--- config.mk ---
export PLATFORM = sky130hd
export DESIGN_NAME = mem_stage
export DESIGN_NICKNAME = d
export VERILOG_FILES = /design/src/rtl/mem_stage.sv
export SDC_FILE = /design/constraint.sdc
export NUM_CORES = 1
export LEC_CHECK = 0
export CAP_MARGIN = 15
export CELL_PAD_IN_SITES_DETAIL_PLACEMENT = 1
export CELL_PAD_IN_SITES_GLOBAL_PLACEMENT = 2
export CORE_AREA = 5 5 141 177
export CTS_CLUSTER_SIZE = 30
export DETAILED_ROUTE_END_ITERATION = 16
export DIE_AREA = 0 0 146 182
export PLACE_DENSITY = 0.94
export SETUP_SLACK_MARGIN = 0.05
export SYNTH_ARGS = -nofsm -noshare
export SYNTH_HDL_FRONTEND = slang
export SYNTH_SLANG_ARGS = --single-unit
--- constraint.sdc ---
create_clock -name clk -period 3.5 [get_ports clk]
set_input_delay 0.875 -clock clk [delete_from_list [all_inputs] [get_ports clk]]
set_output_delay 0.875 -clock clk [all_outputs]
set_load 0.02 [all_outputs]
--- src/rtl/mem_stage.sv ---
// Memory-access pipeline stage: issues load/store transactions on a req/gnt/rvalid
// bus, aligns byte/halfword lanes and presents a registered writeback bundle.
module mem_stage #(
  parameter int unsigned TIMEOUT = 16
) (
  input  logic        clk,
  input  logic        rst,
  input  logic        valid_in,
  input  logic [31:0] alu_result,
  input  logic [31:0] store_data,
  input  logic        is_load,
  input  logic        is_store,
  input  logic [2:0]  funct3,
  input  logic [4:0]  rd,
  input  logic        reg_write,
  output logic        stall,
  output logic        dmem_req,
  output logic        dmem_we,
  output logic [31:0] dmem_addr,
  output logic [3:0]  dmem_be,
  output logic [31:0] dmem_wdata,
  input  logic        dmem_gnt,
  input  logic        dmem_rvalid,
  input  logic [31:0] dmem_rdata,
  output logic        valid_out,
  output logic [31:0] wb_data,
  output logic [4:0]  wb_rd,
  output logic        wb_en,
  output logic        misaligned,
  output logic        bus_err
);

  typedef enum logic [1:0] {IDLE, REQ, RESP} state_e;
  typedef enum logic [1:0] {SZ_BYTE = 2'b00, SZ_HALF = 2'b01, SZ_WORD = 2'b10} size_e;

  localparam logic [7:0] TMO_LAST = 8'(TIMEOUT - 1);

  state_e      state_q;
  logic [7:0]  tmo_q;
  logic [1:0]  off_q;
  logic [1:0]  size_q;
  logic        uns_q;
  logic [4:0]  rd_q;
  logic        rw_q;
  logic        req_q, we_q;
  logic [31:0] addr_q, wdata_q;
  logic [3:0]  be_q;
  logic        valid_q, mis_q, berr_q, wb_en_q;
  logic [31:0] wb_data_q;
  logic [4:0]  wb_rd_q;

  logic        mem_op, misal_d, tmo_hit;
  logic [3:0]  be_d;
  logic [31:0] wdata_d, load_d;
  logic [7:0]  ld_byte;
  logic [15:0] ld_half;

  assign mem_op  = is_load | is_store;
  assign tmo_hit = (tmo_q >= TMO_LAST);

  // NOTE: every signal assigned in always_comb gets a default first so no latch is inferred.
  always_comb begin
    misal_d = 1'b0;
    be_d    = 4'b1111;
    wdata_d = store_data;
    case (funct3[1:0])
      SZ_BYTE: begin
        be_d    = 4'b0001 << alu_result[1:0];
        wdata_d = {4{store_data[7:0]}};
      end
      SZ_HALF: begin
        misal_d = alu_result[0];
        be_d    = alu_result[1] ? 4'b1100 : 4'b0011;
        wdata_d = {2{store_data[15:0]}};
      end
      default: misal_d = (alu_result[1:0] != 2'b00);
    endcase
  end

  // Lane extraction uses the address bits latched at accept time.
  always_comb begin
    ld_byte = dmem_rdata[8*off_q +: 8];
    ld_half = off_q[1] ? dmem_rdata[31:16] : dmem_rdata[15:0];
    case (size_q)
      SZ_BYTE: load_d = uns_q ? {24'd0, ld_byte} : {{24{ld_byte[7]}}, ld_byte};
      SZ_HALF: load_d = uns_q ? {16'd0, ld_half} : {{16{ld_half[15]}}, ld_half};
      default: load_d = dmem_rdata;
    endcase
  end

  always_ff @(posedge clk) begin
    if (rst) begin
      state_q   <= IDLE;
      tmo_q     <= '0;
      off_q     <= '0;
      size_q    <= '0;
      uns_q     <= 1'b0;
      rd_q      <= '0;
      rw_q      <= 1'b0;
      req_q     <= 1'b0;
      we_q      <= 1'b0;
      addr_q    <= '0;
      wdata_q   <= '0;
      be_q      <= '0;
      valid_q   <= 1'b0;
      mis_q     <= 1'b0;
      berr_q    <= 1'b0;
      wb_en_q   <= 1'b0;
      wb_data_q <= '0;
      wb_rd_q   <= '0;
    end else begin
      // NOTE: non-blocking defaults here make valid/misaligned/bus_err single-cycle pulses.
      valid_q <= 1'b0;
      mis_q   <= 1'b0;
      berr_q  <= 1'b0;
      case (state_q)
        IDLE: begin
          if (valid_in && !mem_op) begin
            valid_q   <= 1'b1;
            wb_data_q <= alu_result;
            wb_rd_q   <= rd;
            wb_en_q   <= reg_write;
          end else if (valid_in && misal_d) begin
            valid_q <= 1'b1;
            mis_q   <= 1'b1;
            wb_en_q <= 1'b0;
          end else if (valid_in) begin
            state_q <= REQ;
            tmo_q   <= '0;
            req_q   <= 1'b1;
            we_q    <= is_store & ~is_load;
            addr_q  <= {alu_result[31:2], 2'b00};
            be_q    <= be_d;
            wdata_q <= wdata_d;
            off_q   <= alu_result[1:0];
            size_q  <= funct3[1:0];
            uns_q   <= funct3[2];
            rd_q    <= rd;
            rw_q    <= reg_write;
          end
        end
        REQ: begin
          tmo_q <= tmo_q + 8'd1;
          if (dmem_gnt) begin
            req_q <= 1'b0;
            if (we_q) begin
              state_q <= IDLE;
              valid_q <= 1'b1;
              wb_en_q <= 1'b0;
            end else begin
              state_q <= RESP;
            end
          end else if (tmo_hit) begin
            req_q   <= 1'b0;
            state_q <= IDLE;
            valid_q <= 1'b1;
            berr_q  <= 1'b1;
            wb_en_q <= 1'b0;
          end
        end
        RESP: begin
          tmo_q <= tmo_q + 8'd1;
          if (dmem_rvalid) begin
            state_q   <= IDLE;
            valid_q   <= 1'b1;
            wb_data_q <= load_d;
            wb_rd_q   <= rd_q;
            wb_en_q   <= rw_q;
          end else if (tmo_hit) begin
            state_q <= IDLE;
            valid_q <= 1'b1;
            berr_q  <= 1'b1;
            wb_en_q <= 1'b0;
          end
        end
        default: state_q <= IDLE;
      endcase
    end
  end

  assign stall      = (state_q != IDLE);
  assign dmem_req   = req_q;
  assign dmem_we    = we_q;
  assign dmem_addr  = addr_q;
  assign dmem_be    = be_q;
  assign dmem_wdata = wdata_q;
  assign valid_out  = valid_q;
  assign wb_data    = wb_data_q;
  assign wb_rd      = wb_rd_q;
  assign wb_en      = wb_en_q;
  assign misaligned = mis_q;
  assign bus_err    = berr_q;

endmodule

==> flow_summary.toml <==
[clock_network]
clk_latency_ps = 420
ctsResizeCount = 0
cts_buffers = 17
clockRootBuffer = "clkbuf_16"
clk_transition_reported_paths_ps = 60
cts_tree = "yes"
postCtsSetupBuffers = 0
h-tree-depth = 4
postCtsHoldBufs = 0
clk_path_buf_depth = 2
cts.sinks = 130

[critical_path]
crit_type = "flip-flop to primary output"
r2r-start = "state_q[0]$_SDFFE_PP0P_"
startpoint_type = "flip-flop"
cpMostUsedCell = "inv_1"
cp_num_buf_inv = 3
worstPathMaxFanout = 8
crit_path_end_kind = "primary output"
max_stage_delay_ps = 620
crit_slowest_cell = "clkdlybuf4s50_1"
startpoint = "state_q[0]$_SDFFE_PP0P_"
critical-path-top-delay-family = "buffers and inverters"
path_cells = "inv_1 > ha_1 > inv_1 > clkdlybuf4s50_1"
crit_arrival_ps = 2050
required_ps = 2620

[floorplanning]
core_area_um2 = 23300
pin_count = 224
die-area_um2 = 26600
start_util_pct = 26.4
rows = 63
die_h_um = 182
die_w_um = 146

[drt]
ant_nets = 0
first_pass_iters = 4
drtIter0Drc = 268
vias_per_cell = 5.09
drc_errors = 0
num_vias = 6406
wirelength_um = 24500
wire_per_inst_um = 19.4

[grt]
antenna_found_initial = 1
grt_pass1_wl_um = 38100
overflow = 0
grt_pass1_vias = 6618
grt_max_degree = 77
grt.total_usage_pct = 18.1

[final_layout]
nNetsFinal = 1070
syn2layout_area_growth_pct = 50.9
drive_gt1_share_pct = 8.07
fin_util_pct = 39.9

[yosys]
syn_area_per_cell_um2 = 8.10
synth_cells = 758
ys_seq_area_share_pct = 42.4
syn_area_um2 = 6140
ys_ff_latch = 130
synth_cell_types = 51
synth-warning-count = 0

[run]
max-cap-violations = 0

[power]
switching_share_pct = 29.4
p_total_mw = 4.75
p_switching_mw = 1.40
peakVddDrop_mv = 0.343
comb_power_share_pct = 22.6
p_leak_nw = 3.29
clock_power_share_pct = 42.1
seqPwrFrac_pct = 35.2
powerDensity_nw_per_um2 = 512
power.internal_mw = 3.35

[min_path]
min-delay-start = "dmem_wdata[2]$_SDFFE_PP0P_"
min_path_type = "flip-flop to flip-flop"

[sta]
fmax_mhz = 342
relSlewSlack_pct = 44.5
setup_tns_ps = 0
drv_slew = 0
rsz0062_at_grt = "no"
skew_ps = 8.18
period_needed_ps = 2930
hold_viol = 0
period_share_pct = 83.6
setup_viol = 0
worstMarginPinSlew_ps = 832

[placement]
dpl.hpwl_um = 17800
gp_congestion = 0.803
port_buffers = 221

[status]
status = "finished clean"
cell type report:
cell class                 count  area, um^2
tap                          292         365
antenna                        1        2.50
inverter                      10        37.5
timing repair buffer         236        2350
fill                        2706       14000
clock buffer                  17         425
sequential                   130        2600
multi-input combinational    558        3260
clock inverter                15         230
sequential cells by signal (all words and copies together), names as in the netlist:
register and count:
wb_data 32, wb_en 1, size_q 2, wb_rd 5, bus_err 1, dmem_req 1
rw_q 1, off_q 2, misaligned 1, dmem_addr 30, dmem_we 1, tmo_q 8
dmem_wdata 32, dmem_be 4, valid_out 1, rd_q 5, state_q 2, uns_q 1
through the flow:
step	std cells	hold slack (ps)	worst slack [ps]	area (um^2)
2_1_floorplan	759	436	1350	6150
3_3_place_gp	1226	441	425	8610
3_5_place_dp	1226	447	397	8610
4_1_cts	1258	457	553	9270
5_1_grt	1259	469	482	9270
6_report	1259	455	574	9270
cell usage in the layout (no fill, tap or decap), drive strengths merged, types with 13 or more instances in the layout:
master,count
clkdlybuf4s50,220
nand2,163
dfxtp,130
a21oi,80
nor2,64
o21ai,37
a21o,23
mux2i,22
a311oi,18
a2111oi,18
clkbuf,17
a211oi,17
buf,16
o211ai,13
power groups by stage:
| stage | clock network [mW] | registers, mW | logic [mW] |
|---|---|---|---|
| floorplan | 0 | 1.82 | 0.429 |
| global placement | 0 | 1.70 | 1.07 |
| detailed placement | 0 | 1.71 | 1.08 |
| CTS | 2.05 | 1.67 | 1.08 |
| global route | 2.12 | 1.69 | 1.16 |
| finish | 2.00 | 1.67 | 1.07 |
worst reg2reg max path: stages, from the launching register on:
cell and delay [ps]:
dfxtp_1 350, inv_1 110, ha_2 470, nor2b_1 510
a211oi_4 80, nor2_1 440, buf_4 280, a21o_1 150
layer usage:
metal  routed length, um  global-route usage (%)  vias to the layer above
met4                 889                    8.06                        0
li1                    -                       -                     3091
met3                 894                    3.69                       44
met5                   0                       0                        -
met1               10300                    21.5                     3111
met2               12400                    31.6                      160
worst paths after layout:
kind | endpoint | slack, ps | cells after the start
setup / recovery | stall | 570 | 4
hold / removal | dmem_wdata[2]$_SDFFE_PP0P_ | 460 | 2
hold reg to reg | dmem_wdata[2]$_SDFFE_PP0P_ | 460 | 2
setup reg to reg | wb_data[22]$_SDFFE_PP0P_ | 1060 | 7
synth_stat cells, drive strengths merged:
cell,number,share of area [%]
mux2,9,1.6
a32o,1,0.16
o31ai,1,0.12
nor2,64,4.0
clkinv,2,0.12
or4,1,0.12
nor3,6,0.57
nand2b,11,1.1
nand4,2,0.20
o221ai,7,1.0
a21boi,1,0.12
a31o,3,0.43
ha,5,1.0
a221oi,7,1.0
a22oi,2,0.24
nand2,163,10
nand3b,9,1.1
a31oi,4,0.41
o31a,1,0.14
a2bb2oi,1,0.24
or3,2,0.20
nand3,8,0.65
a32oi,1,0.14
clkbuf,39,2.4
a21o,23,2.8
dfxtp,130,42
o311ai,1,0.14
o211ai,13,1.6
a2111oi,18,3.6
o21ai,37,3.1
a21oi,80,6.5
a311oi,18,2.6
and3,3,0.31
conb,1,0.061
buf,22,1.9
nor4,2,0.20
a211oi,17,2.2
inv,8,0.49
mux2i,22,3.6
nand4b,1,0.14
a211o,1,0.14
and4b,1,0.16
nor2b,10,1.0
kinds of logic (layout without fill, tap and decap cells):
group                    Yosys count  count (layout)  share of synthesized area, %
AO/OA/AOI/OAI                    237             237                          26.6
adder cells (fa/ha/maj)            5               5                          1.02
AND/OR/NAND/NOR                  283             283                          19.8
flip-flops                       130             130                          42.4
other                              1               3                        0.0610
multiplexers                      31              31                          5.23
buffers and inverters             71             278                          4.93
(Power assumes the default switching activity.)
